## src/rtl/rv32_ctrl_pkg.sv

```systemverilog
// Shared encodings for the multi-cycle RV32I controller: states, opcodes and
// the select/op codes it drives into the datapath.
package rv32_ctrl_pkg;

  localparam logic [2:0] ST_IDLE  = 3'd0;
  localparam logic [2:0] ST_FETCH = 3'd1;
  localparam logic [2:0] ST_DEC   = 3'd2;
  localparam logic [2:0] ST_EXE   = 3'd3;
  localparam logic [2:0] ST_MEM   = 3'd4;
  localparam logic [2:0] ST_WB    = 3'd5;
  localparam logic [2:0] ST_TRAP  = 3'd7;

  localparam logic [6:0] OP_R      = 7'b0110011;
  localparam logic [6:0] OP_I      = 7'b0010011;
  localparam logic [6:0] OP_LOAD   = 7'b0000011;
  localparam logic [6:0] OP_STORE  = 7'b0100011;
  localparam logic [6:0] OP_BRANCH = 7'b1100011;
  localparam logic [6:0] OP_JAL    = 7'b1101111;
  localparam logic [6:0] OP_JALR   = 7'b1100111;
  localparam logic [6:0] OP_LUI    = 7'b0110111;
  localparam logic [6:0] OP_AUIPC  = 7'b0010111;

  localparam logic [1:0] PC_PLUS4  = 2'b00;
  localparam logic [1:0] PC_REL    = 2'b01;
  localparam logic [1:0] PC_JALR   = 2'b10;

  localparam logic [1:0] SRC_A_RS1  = 2'b00;
  localparam logic [1:0] SRC_A_PC   = 2'b01;
  localparam logic [1:0] SRC_A_ZERO = 2'b10;
  localparam logic       SRC_B_RS2  = 1'b0;
  localparam logic       SRC_B_IMM  = 1'b1;

  localparam logic [1:0] ALU_ADD   = 2'b00;
  localparam logic [1:0] ALU_BR    = 2'b01;
  localparam logic [1:0] ALU_RTYPE = 2'b10;
  localparam logic [1:0] ALU_ITYPE = 2'b11;

  localparam logic [1:0] WB_ALU  = 2'b00;
  localparam logic [1:0] WB_LOAD = 2'b01;
  localparam logic [1:0] WB_PC4  = 2'b10;

  typedef struct packed {
    logic       imem_req;
    logic       dmem_re;
    logic       dmem_we;
    logic       ir_write;
    logic       reg_write;
    logic       pc_write;
    logic [1:0] pc_src;
    logic [1:0] alu_src_a;
    logic       alu_src_b;
    logic [1:0] alu_op;
    logic [1:0] wb_sel;
    logic       trap;
  } ctrl_t;

  function automatic logic is_legal_opcode(input logic [6:0] op);
    case (op)
      OP_R, OP_I, OP_LOAD, OP_STORE, OP_BRANCH,
      OP_JAL, OP_JALR, OP_LUI, OP_AUIPC: is_legal_opcode = 1'b1;
      default:                           is_legal_opcode = 1'b0;
    endcase
  endfunction

endpackage

```

## src/rtl/mc_wait_timer.sv

```systemverilog
// Counts stalled cycles of a memory handshake and flags the cycle on which
// the wait would exceed TIMEOUT_CYC (a ready on that same cycle still wins).
module mc_wait_timer #(
  parameter int TIMEOUT_CYC = 255,
  parameter int CNT_W       = 8
) (
  input  logic clk,
  input  logic rst,
  input  logic active,
  input  logic ready,
  output logic expired
);

  localparam logic [CNT_W-1:0] LAST_STALL =
    CNT_W'((TIMEOUT_CYC > 0) ? (TIMEOUT_CYC - 1) : 0);

  logic [CNT_W-1:0] cnt;

  // Held at zero outside the wait state, so every entry starts a fresh count.
  always_ff @(posedge clk or negedge rst) begin
    if (!rst) begin
      cnt <= '0;
    end else if (!active) begin
      cnt <= '0;
    end else if (!ready && (cnt != '1)) begin
      cnt <= cnt + 1'b1;
    end
  end

  assign expired = (TIMEOUT_CYC != 0) && active && !ready && (cnt == LAST_STALL);

endmodule

```

## src/rtl/multicycle_ctrl.sv

```systemverilog
// Multi-cycle RV32I control FSM: fetch handshake, decode, execute, memory
// and write-back sequencing, with a sticky trap on illegal opcode or timeout.
module multicycle_ctrl
  import rv32_ctrl_pkg::*;
#(
  parameter int TIMEOUT_CYC = 255,
  parameter int CNT_W       = 8
) (
  input  logic        clk,
  input  logic        rst,
  input  logic        run,
  input  logic [31:0] inst,
  input  logic        zero,
  input  logic        imem_ready,
  input  logic        dmem_ready,
  output logic        imem_req,
  output logic        dmem_re,
  output logic        dmem_we,
  output logic        ir_write,
  output logic        reg_write,
  output logic        pc_write,
  output logic [1:0]  pc_src,
  output logic [1:0]  alu_src_a,
  output logic        alu_src_b,
  output logic [1:0]  alu_op,
  output logic [1:0]  wb_sel,
  output logic        trap,
  output logic [2:0]  state_o
);

  logic [2:0] state_q;
  logic [2:0] state_d;
  logic [6:0] opcode;
  logic       is_load;
  logic       is_store;
  logic       imem_expired;
  logic       dmem_expired;
  logic       unused_inst;
  ctrl_t      ctrl;

  assign opcode      = inst[6:0];
  assign is_load     = (opcode == OP_LOAD);
  assign is_store    = (opcode == OP_STORE);
  assign unused_inst = ^{inst[31:13], inst[11:7]};

  mc_wait_timer #(.TIMEOUT_CYC(TIMEOUT_CYC), .CNT_W(CNT_W)) u_imem_timer (
    .clk     (clk),
    .rst     (rst),
    .active  (state_q == ST_FETCH),
    .ready   (imem_ready),
    .expired (imem_expired)
  );

  mc_wait_timer #(.TIMEOUT_CYC(TIMEOUT_CYC), .CNT_W(CNT_W)) u_dmem_timer (
    .clk     (clk),
    .rst     (rst),
    .active  (state_q == ST_MEM),
    .ready   (dmem_ready),
    .expired (dmem_expired)
  );

  always_ff @(posedge clk or negedge rst) begin
    if (!rst) begin
      state_q <= ST_IDLE;
    end else begin
      state_q <= state_d;
    end
  end

  // run is only consulted where an instruction ends, so a started one always completes.
  always_comb begin
    state_d = state_q;
    case (state_q)
      ST_IDLE:  if (run) state_d = ST_FETCH;
      ST_FETCH: begin
        if (imem_ready)        state_d = ST_DEC;
        else if (imem_expired) state_d = ST_TRAP;
      end
      ST_DEC:   state_d = is_legal_opcode(opcode) ? ST_EXE : ST_TRAP;
      ST_EXE: begin
        case (opcode)
          OP_BRANCH:          state_d = run ? ST_FETCH : ST_IDLE;
          OP_LOAD, OP_STORE:  state_d = ST_MEM;
          OP_R, OP_I, OP_JAL, OP_JALR,
          OP_LUI, OP_AUIPC:   state_d = ST_WB;
          default:            state_d = ST_TRAP;
        endcase
      end
      ST_MEM: begin
        if (dmem_ready)        state_d = is_load ? ST_WB : (run ? ST_FETCH : ST_IDLE);
        else if (dmem_expired) state_d = ST_TRAP;
      end
      ST_WB:    state_d = run ? ST_FETCH : ST_IDLE;
      ST_TRAP:  state_d = ST_TRAP;
      default:  state_d = ST_TRAP;
    endcase
  end

  // The only input-dependent strobes are the IR/PC load on fetch completion and the branch decision.
  always_comb begin
    ctrl = '0;
    case (state_q)
      ST_FETCH: begin
        ctrl.imem_req = 1'b1;
        if (imem_ready) begin
          ctrl.ir_write = 1'b1;
          ctrl.pc_write = 1'b1;
          ctrl.pc_src   = PC_PLUS4;
        end
      end
      ST_EXE: begin
        case (opcode)
          OP_R: begin
            ctrl.alu_src_a = SRC_A_RS1;
            ctrl.alu_src_b = SRC_B_RS2;
            ctrl.alu_op    = ALU_RTYPE;
          end
          OP_I: begin
            ctrl.alu_src_b = SRC_B_IMM;
            ctrl.alu_op    = ALU_ITYPE;
          end
          OP_LOAD, OP_STORE: begin
            ctrl.alu_src_b = SRC_B_IMM;
            ctrl.alu_op    = ALU_ADD;
          end
          OP_BRANCH: begin
            ctrl.alu_op   = ALU_BR;
            ctrl.pc_src   = PC_REL;
            ctrl.pc_write = zero ^ inst[12];
          end
          OP_JAL: begin
            ctrl.pc_write = 1'b1;
            ctrl.pc_src   = PC_REL;
          end
          OP_JALR: begin
            ctrl.pc_write = 1'b1;
            ctrl.pc_src   = PC_JALR;
          end
          OP_LUI: begin
            ctrl.alu_src_a = SRC_A_ZERO;
            ctrl.alu_src_b = SRC_B_IMM;
            ctrl.alu_op    = ALU_ADD;
          end
          OP_AUIPC: begin
            ctrl.alu_src_a = SRC_A_PC;
            ctrl.alu_src_b = SRC_B_IMM;
            ctrl.alu_op    = ALU_ADD;
          end
          default: ;
        endcase
      end
      ST_MEM: begin
        ctrl.dmem_re = is_load;
        ctrl.dmem_we = is_store;
      end
      ST_WB: begin
        ctrl.reg_write = 1'b1;
        if (is_load)                                    ctrl.wb_sel = WB_LOAD;
        else if ((opcode == OP_JAL) || (opcode == OP_JALR)) ctrl.wb_sel = WB_PC4;
        else                                            ctrl.wb_sel = WB_ALU;
      end
      ST_TRAP:  ctrl.trap = 1'b1;
      default: ;
    endcase
  end

  assign imem_req  = ctrl.imem_req;
  assign dmem_re   = ctrl.dmem_re;
  assign dmem_we   = ctrl.dmem_we;
  assign ir_write  = ctrl.ir_write;
  assign reg_write = ctrl.reg_write;
  assign pc_write  = ctrl.pc_write;
  assign pc_src    = ctrl.pc_src;
  assign alu_src_a = ctrl.alu_src_a;
  assign alu_src_b = ctrl.alu_src_b;
  assign alu_op    = ctrl.alu_op;
  assign wb_sel    = ctrl.wb_sel;
  assign trap      = ctrl.trap;
  assign state_o   = state_q;

endmodule

```

## config.mk

```make
export PLATFORM = sky130hd
export DESIGN_NAME = multicycle_ctrl
export DESIGN_NICKNAME = d
export VERILOG_FILES = /design/src/rtl/rv32_ctrl_pkg.sv /design/src/rtl/mc_wait_timer.sv /design/src/rtl/multicycle_ctrl.sv
export SDC_FILE = /design/constraint.sdc
export NUM_CORES = 1
export LEC_CHECK = 0
export CAP_MARGIN = 20
export CORE_UTILIZATION = 55
export DETAILED_ROUTE_END_ITERATION = 10
export DONT_BUFFER_PORTS = 1
export GPL_ROUTABILITY_DRIVEN = 1
export PLACE_DENSITY = 0.7
export SYNTH_ARGS = -nofsm -noshare
export SYNTH_HDL_FRONTEND = slang
export SYNTH_SLANG_ARGS = --single-unit
```

## constraint.sdc

```tcl
create_clock -name clk -period 2.8 [get_ports clk]
set_clock_uncertainty 0.05 [all_clocks]
set_input_delay 0.28 -clock clk [delete_from_list [all_inputs] [get_ports clk]]
set_output_delay 0.28 -clock clk [all_outputs]
set_load 0.02 [all_outputs]
```

==> results of run 1 <==
cell usage in the layout, fill, tap and decap left out, types with 4 or more instances in the layout:
cell and n:
a21oi_1 9, a31oi_1 4, buf_4 4, dfrtp_1 19, ha_1 4, inv_1 8
nand2_1 11, nand2b_1 4, nand3_1 5, nor2_1 25, nor2b_1 4, nor3_1 6
or3_1 4, xnor2_1 4, xor2_1 7
cell type report:
| cell class | instances | area [um2] | share of cell area |
|---|---|---|---|
| multi-input cells | 138 | 932 | 0.603 |
| repair buffers | 5 | 40.0 | 0.0259 |
| inverters | 9 | 33.8 | 0.0219 |
| well taps | 30 | 37.5 | 0.0243 |
| flip-flops and latches | 19 | 475 | 0.308 |
| clock buffers | 4 | 26.3 | 0.0170 |
synthesized netlist by cell type, drive strengths merged, types with 4 or more instances:
library cell  instances  share of area
nor2                 25          0.063
dfrtp                19           0.32
nand2                11          0.028
a21oi                 9          0.030
inv                   8          0.020
xor2                  7          0.041
buf                   6          0.037
nor3                  6          0.020
a31oi                 5          0.031
nand3                 5          0.017
ha                    4          0.033
nand2b                4          0.017
nor2b                 4          0.017
or3                   4          0.017
xnor2                 4          0.023
flip-flops by register name, summed over array words and instances (netlist names):
signal            flops
u_dmem_timer.cnt      8
u_imem_timer.cnt      8
state_o               3
stage by stage:
stage	setup WS (ps)	instances	hold slack, ps	total power [mW]
after floorplan	641	172	-65.6	0.496
after global placement	664	200	-65.0	0.507
after detailed placement	655	200	-65.0	0.513
after CTS	309	205	137	0.660
after global routing	186	205	123	0.699
final	309	205	141	0.658
cells by family (layout without fill, tap and decap cells):
kind of cell / count (synthesis) / in the layout / share of synthesized area
mux: 2 / 2 / 0.0134
simple gates: 82 / 82 / 0.295
compound gates: 39 / 39 / 0.217
xor+xnor: 11 / 11 / 0.0644
flops: 19 / 19 / 0.318
fa+ha+maj: 4 / 4 / 0.0334
buf+inv: 15 / 18 / 0.0594
routing by layer:
metal,vias up,global-route usage
li1,639,-
met5,-,0
met4,0,0.0769
met3,2,0.0395
met1,634,0.292
met2,26,0.370
worst reg2reg max path, cell delays in order (launching register included):
cell	delay, ps
dfrtp_1	670
or3b_1	450
o22ai_2	150
or2_2	310
o32a_1	320
path summary, 6_finish.rpt:
kind                                     start                  end  slack [ps]
min in group asynchronous                  rst           state_o[1]         490
max in group asynchronous                  rst  u_dmem_timer.cnt[2]        1660
max reg2reg                         state_o[2]           state_o[2]         750
min                                 dmem_ready  u_dmem_timer.cnt[5]         140
max                                 state_o[2]             pc_write         310
min reg2reg                u_dmem_timer.cnt[5]  u_dmem_timer.cnt[5]         520
power by group through the flow:
| stage | clock, mW | combinational [mW] | sequential, mW |
|---|---|---|---|
| CTS | 0.144 | 0.170 | 0.345 |
| global placement | 0 | 0.158 | 0.349 |
| global route | 0.157 | 0.191 | 0.350 |
| detailed placement | 0 | 0.162 | 0.351 |
| finish | 0.140 | 0.172 | 0.346 |
| floorplan | 0 | 0.168 | 0.328 |
==> flow_metrics.env, run 1 <==
export IMPL_grt_pass1_vias=1081
export IMPL_ff2ff_path_depth=4
export IMPL_final_nets=218
export IMPL_met2WireLength_um=1500
export IMPL_cp_num_buf_inv=1
export IMPL_crit_family="simple AND/OR/NAND/NOR gates"
export IMPL_clock_latency_ps=300
export IMPL_cp_depth=4
export IMPL_fillers=212
export IMPL_seq_area_frac_synth=0.318
export IMPL_cts_htree_levels=1
export IMPL_post_cts_setup_buffers=0
export IMPL_layout_min_cycle_time_ps=2490
export IMPL_place_hpwl_um=2270
export IMPL_power_internal_mw=0.410
export IMPL_cts_hold_fix_buffers=1
export IMPL_power_switching_mw=0.247
export IMPL_path_cells="or3b_1, clkinv_1, and2_1, o21bai_1"
export IMPL_top_layer="met4"
export IMPL_cts_inserted_buffers=3
export IMPL_worst_pin_slew_ps=894
export IMPL_placed_area_mm2=0.00151
export IMPL_initial_core_util=0.593
export IMPL_ios=57
export IMPL_grt_pass1_wl_um=4730
export IMPL_pwr_share_comb=0.261
export IMPL_cp_start_kind="flop"
export IMPL_fmax_mhz=401
export IMPL_cp_required_ps=2470
export IMPL_clock_sinks=19
export IMPL_synth_edff_count=0
export IMPL_finalSetupViolations=0
export IMPL_num_vias=1301
export IMPL_die_area_mm2=0.00293
export IMPL_grt_remaining_overflow=0
export IMPL_grt_max_degree=20
export IMPL_cap_violations=0
export IMPL_post_route_util=0.613
export IMPL_cts_resized=0
export IMPL_setup_tns_ps=0
export IMPL_die_height_um=54.2
export IMPL_first_pass_iters=4
export IMPL_max_stage_delay_ps=640
export IMPL_antenna_found_initial=0
export IMPL_critPathMaxFanout=11
export IMPL_p_leak_nw=0.612
export IMPL_ys_types=50
export IMPL_die_w_um=54.2
export IMPL_vdd_ir_drop_max_mv=0.341
export IMPL_num_rows=18
export IMPL_crit_slowest_cell="or3b_1"
export IMPL_drive_above_1_share=0.103
export IMPL_area_delta_synth_final_pct=3.26
export IMPL_power_share_clock=0.213
export IMPL_synth_area_mm2=0.00150
export IMPL_routed_wl_um=3060
export IMPL_cts_tree="built"
export IMPL_gr_usage_all_layers=0.224
export IMPL_cts_buffer_depth=2
export IMPL_met3_length_um=114
export IMPL_crit_type="flop to output pin"
export IMPL_drc=0
export IMPL_slew_headroom=0.402
export IMPL_yosysWarnings=0
export IMPL_async_flop_share=1.00
export IMPL_port_buffers=0
export IMPL_cts_root_buf="clkbuf_4"
export IMPL_drt_iter0_drc=27
export IMPL_gp_congestion=0.812
export IMPL_drv_slew=0
export IMPL_core_area_mm2=0.00252
export IMPL_whs_path_depth=2
export IMPL_yosys_register_bits=19
export IMPL_hold_class="input port to flop"
export IMPL_critical_path_arrival_ps=2160
export IMPL_avgSynthCellArea_um2=8.70
export IMPL_endpoint_kind="output pin"
export IMPL_syn_inst=172
export IMPL_wl_per_cell_um=14.9
export IMPL_p_sw_frac=0.376
export IMPL_synthesis_nets=214
export IMPL_cts_reportedPaths_clkPinSlew_ps=110
export IMPL_antenna_cells=0
export IMPL_p_seq_frac=0.526
export IMPL_final_hold_violation_count=0
export IMPL_synth_flop_cell="dfrtp_1"
export IMPL_drt_met1_wl_um=1440
export IMPL_outcome="finished clean"
export IMPL_rsz0062_at_grt="false"
export IMPL_p_per_area_mw_per_mm2=426
export IMPL_final_area_mm2=0.00155
export IMPL_finalCritPeriodShare=0.890
export IMPL_routed_via_density=6.35
export IMPL_ant_nets=0
Note: power is estimated with default switching activity, not from simulation.
==> run 2, diff against run 1 <==
MAX_ROUTING_LAYER = met4   (was unset)
TNS_END_PERCENT = 10   (was unset)
==> run 2 against run 1 <==
  * Critical path type unchanged
  * Utilization did not move
  * Wire length fell by 0.23%
  * Highest routed layer unchanged
  * Sequential cell count did not move
  * Clock-buffer cell count did not move
  * Global-route usage rose by 0.65 points
  * Clock power barely moved
  * Non-clock buffer count did not move
  * Setup slack barely moved
  * Power barely moved
  * Design area did not move
==> flow_metrics.env, run 2 (synthesis results as in run 1) <==
export IMPL_outcome="finished clean"
export IMPL_post_route_util=0.613
export IMPL_grt_remaining_overflow=0
export IMPL_layout_min_cycle_time_ps=2490
export IMPL_whs_path_depth=2
export IMPL_dp_cells=200
export IMPL_core_area_mm2=0.00252
export IMPL_vdd_ir_drop_max_mv=0.342
export IMPL_ff2ff_path_depth=4
export IMPL_cp_required_ps=2470
export IMPL_finalSetupViolations=0
export IMPL_die_area_mm2=0.00293
export IMPL_gp_congestion=0.824
export IMPL_routed_via_density=6.34
export IMPL_antenna_found_initial=0
export IMPL_pwr_share_comb=0.261
export IMPL_rsz0062_at_grt="false"
export IMPL_die_w_um=54.2
export IMPL_layout_common_cells="25 x nor2_1, 19 x dfrtp_1, 11 x nand2_1, 9 x a21oi_1, 8 x inv_1"
export IMPL_power_share_clock=0.213
export IMPL_p_sw_frac=0.376
export IMPL_drt_iter0_drc=27
export IMPL_critical_path_arrival_ps=2160
export IMPL_gr_usage_all_layers=0.231
export IMPL_worst_pin_slew_ps=893
export IMPL_multi_input_area_um2=932
export IMPL_cts_reportedPaths_clkPinSlew_ps=110
export IMPL_cts_tree="built"
export IMPL_critPathMaxFanout=11
export IMPL_p_leak_nw=0.612
export IMPL_power_switching_mw=0.247
export IMPL_grt_pass1_wl_um=4730
export IMPL_final_nets=218
export IMPL_wl_per_cell_um=14.9
export IMPL_cts_buffer_depth=2
export IMPL_num_rows=18
export IMPL_ant_nets=0
export IMPL_cts_root_buf="clkbuf_4"
export IMPL_fmax_mhz=401
export IMPL_slew_headroom=0.403
export IMPL_ios=57
export IMPL_final_common_cell="nor2_1"
export IMPL_clock_latency_ps=300
export IMPL_routed_wl_um=3060
export IMPL_initial_core_util=0.593
export IMPL_cts_htree_levels=1
export IMPL_num_vias=1300
export IMPL_drv_slew=0
export IMPL_p_per_area_mw_per_mm2=426
export IMPL_grt_pass1_vias=1080
export IMPL_cp_start_kind="flop"
export IMPL_first_pass_iters=4
export IMPL_cts_inserted_buffers=3
export IMPL_regArea_um2=475
export IMPL_fin_cells=205
export IMPL_cap_violations=0
export IMPL_drive_above_1_share=0.103
export IMPL_die_height_um=54.2
export IMPL_endpoint_kind="output pin"
export IMPL_p_seq_frac=0.526
export IMPL_grt_max_degree=20
export IMPL_hold_class="input port to flop"
export IMPL_clock_sinks=19
export IMPL_drc=0
export IMPL_port_buffers=0
export IMPL_setup_tns_ps=0
export IMPL_fillers=212
export IMPL_finalCritPeriodShare=0.890
export IMPL_power_internal_mw=0.410
export IMPL_crit_type="flop to output pin"
export IMPL_final_hold_violation_count=0
export IMPL_area_delta_synth_final_pct=3.26
export IMPL_antenna_cells=0
export IMPL_place_hpwl_um=2270
run 2: area by class of cell:
type / instances / share of cell area
clock buffers: 4 / 0.0170
repair buffers: 5 / 0.0259
flip-flops and latches: 19 / 0.308
well taps: 30 / 0.0243
multi-input cells: 138 / 0.603
inverters: 9 / 0.0219
run 2: timing repair:
action                    4_1_cts  5_1_grt
hold buffers                    1        0
gates resized for setup         0        0
setup buffers                   0        0
hold endpoints to repair       19        0
run 2: power groups by stage:
stage / Combinational, mW / Sequential, mW / Clock [mW]
after floorplan: 0.168 / 0.328 / 0
after global placement: 0.158 / 0.349 / 0
after detailed placement: 0.162 / 0.351 / 0
after CTS: 0.170 / 0.345 / 0.144
after global routing: 0.191 / 0.350 / 0.157
final: 0.172 / 0.346 / 0.140
run 2: worst paths after layout:
kind | startpoint | endpoint | slack, ps
min in group asynchronous | rst | state_o[1] | 490
max | state_o[2] | pc_write | 310
min | dmem_ready | u_dmem_timer.cnt[5] | 140
max reg2reg | state_o[2] | state_o[2] | 750
min reg2reg | u_dmem_timer.cnt[5] | u_dmem_timer.cnt[5] | 520
max in group asynchronous | rst | u_dmem_timer.cnt[2] | 1660
run 2: metrics by stage:
stage | hold slack (ps) | total power, mW | area (um2) | setup slack, ps
2_1_floorplan | -65.6 | 0.496 | 1500 | 641
3_3_place_gp | -65.0 | 0.507 | 1510 | 664
3_5_place_dp | -65.0 | 0.513 | 1510 | 655
4_1_cts | 137 | 0.660 | 1550 | 309
5_1_grt | 123 | 0.699 | 1550 | 186
6_report | 138 | 0.658 | 1550 | 309
run 2: layer usage:
layer  track usage  share of wire
met5             -              0
met4        0.0769         0.0075
met3        0.0395          0.039
met2         0.370           0.49
met1         0.292           0.47
run 2: worst max-delay path, stage by stage (launching register included):
cell and delay (ps):
dfrtp_1 580, or3b_1 640, clkinv_1 110, and2_1 260, o21bai_1 270
==> run 3, diff against run 2 <==
clock period = 2.6 ns   (was 2.8 ns; I/O delays follow)
==> run 3 against run 2 <==
  * Sequential power rose by 2%
  * Cell count grew 0.49%
  * Non-clock buffer count is 1 higher
  * Worst hold slack worse by 32 ps
  * Register-to-register slack worse by 160 ps
  * Combinational power rose by 23%
  * Sequential cell count unchanged
  * Clock power up 9%
  * Utilization rose by 0.35 points
  * Die area is the same
  * Highest routed layer unchanged
==> flow_metrics.env, run 3 (synthesis results as in run 1) <==
export IMPL_outcome="finished clean"
export IMPL_whs_ps=107
export IMPL_die_height_um=54.2
export IMPL_critPathMaxFanout=10
export IMPL_cts_tree="built"
export IMPL_grt_remaining_overflow=0
export IMPL_drt_iter0_drc=10
export IMPL_initial_core_util=0.593
export IMPL_cap_violations=0
export IMPL_fillers=225
export IMPL_layout_min_cycle_time_ps=2450
export IMPL_post_route_util=0.616
export IMPL_worstHoldStart="dmem_ready"
export IMPL_drc=0
export IMPL_cts_buffer_depth=2
export IMPL_multi_input_area_um2=932
export IMPL_critical_path_arrival_ps=2140
export IMPL_min_to="u_dmem_timer.cnt[1]"
export IMPL_antenna_found_initial=0
export IMPL_routed_wl_um=3030
export IMPL_num_vias=1299
export IMPL_cts_reportedPaths_clkPinSlew_ps=120
export IMPL_p_leak_nw=0.619
export IMPL_cts_htree_levels=1
export IMPL_ff2ff_path_depth=4
export IMPL_drive_above_1_share=0.114
export IMPL_area_delta_synth_final_pct=3.85
export IMPL_crit_type="flop to output pin"
export IMPL_r2r_start="state_o[1]"
export IMPL_worst_pin_slew_ps=873
export IMPL_die_area_mm2=0.00293
export IMPL_setup_tns_ps=0
export IMPL_finalSetupViolations=0
export IMPL_cts_hold_fix_buffers=1
export IMPL_drv_slew=0
export IMPL_clock_latency_ps=300
export IMPL_die_w_um=54.2
export IMPL_place_hpwl_um=2280
export IMPL_clock_sinks=19
export IMPL_cp_required_ps=2290
export IMPL_grt_max_degree=20
export IMPL_final_common_cell="nor2_1"
export IMPL_r2r_slack_ps=590
export IMPL_r2r_end="state_o[2]"
export IMPL_final_hold_violation_count=0
export IMPL_p_per_area_mw_per_mm2=462
export IMPL_routed_via_density=6.31
export IMPL_final_nets=219
export IMPL_cts_resized=0
export IMPL_ios=57
export IMPL_placed_area_mm2=0.00152
export IMPL_cts_root_buf="clkbuf_4"
export IMPL_wl_per_cell_um=14.7
export IMPL_core_area_mm2=0.00252
export IMPL_fmax_mhz=408
export IMPL_num_rows=18
export IMPL_hold_class="input port to flop"
export IMPL_grt_pass1_wl_um=4790
export IMPL_rsz0062_at_grt="false"
export IMPL_slew_headroom=0.416
export IMPL_cts_inserted_buffers=3
export IMPL_grt_pass1_vias=1084
export IMPL_antenna_cells=0
export IMPL_gr_usage_all_layers=0.235
export IMPL_final_area_mm2=0.00155
export IMPL_finalCritPeriodShare=0.942
export IMPL_cp_start_kind="flop"
export IMPL_first_pass_iters=4
export IMPL_gp_congestion=0.857
export IMPL_layout_common_cells="25 x nor2_1, 19 x dfrtp_1, 11 x nand2_1, 9 x a21oi_1, 8 x inv_1"
export IMPL_vdd_ir_drop_max_mv=0.393
export IMPL_ant_nets=0
export IMPL_endpoint_kind="output pin"
export IMPL_port_buffers=0
export IMPL_regArea_um2=475
export IMPL_post_cts_setup_buffers=0
export IMPL_whs_path_depth=3
## run 3: cell types whose count changed in the layout (fill, tap and decap cells not counted)
cell	previous run	this run
buf_4	4	5
clkbuf_1	1	0
clkinv_2	0	1
## run 3: power by group
group | switching [mW] | leakage [nW] | internal, mW | total, mW
Sequential | 0.0439 | 0.251 | 0.310 | 0.354
Clock | 0.0947 | 0.0177 | 0.0573 | 0.152
Combinational | 0.130 | 0.351 | 0.0812 | 0.212
Total | 0.269 | 0.619 | 0.449 | 0.718
## run 3: final cells by class
| type | instances | area share |
|---|---|---|
| clock buffers | 3 | 0.0145 |
| well taps | 30 | 0.0242 |
| inverters | 9 | 0.0217 |
| repair buffers | 6 | 0.0306 |
| clock inverters | 1 | 0.00322 |
| flip-flops and latches | 19 | 0.306 |
| multi-input cells | 138 | 0.600 |
## run 3: critical path: stages (launching register included)
cell	delay (ps)
dfrtp_1	600
or3b_1	590
clkinv_1	120
and2_1	260
o21bai_1	270
## run 3: metrics by stage
| step | instances | total power [mW] | worst slack, ps |
|---|---|---|---|
| 2_1_floorplan | 172 | 0.534 | 461 |
| 3_3_place_gp | 201 | 0.559 | 502 |
| 3_5_place_dp | 201 | 0.563 | 485 |
| 4_1_cts | 206 | 0.723 | 129 |
| 5_1_grt | 206 | 0.764 | 19.4 |
| 6_report | 206 | 0.718 | 150 |
## run 3: per-layer routing
metal,vias up,GRT usage,share of wire
li1,641,-,-
met1,622,0.289,0.44
met2,34,0.378,0.49
met3,2,0.0452,0.063
met4,0,0.0855,0.0059
met5,-,-,0
## run 3: how the worst max path moves through the flow
stage / slack (ps) / from / endpoint
final: 150 / state_o[0] / pc_write
after global routing: 20 / state_o[2] / alu_src_b
after CTS: 130 / state_o[0] / pc_write
after detailed placement: 490 / state_o[0] / pc_write
after global placement: 500 / state_o[0] / pc_write
after floorplan: 460 / state_o[2] / pc_write
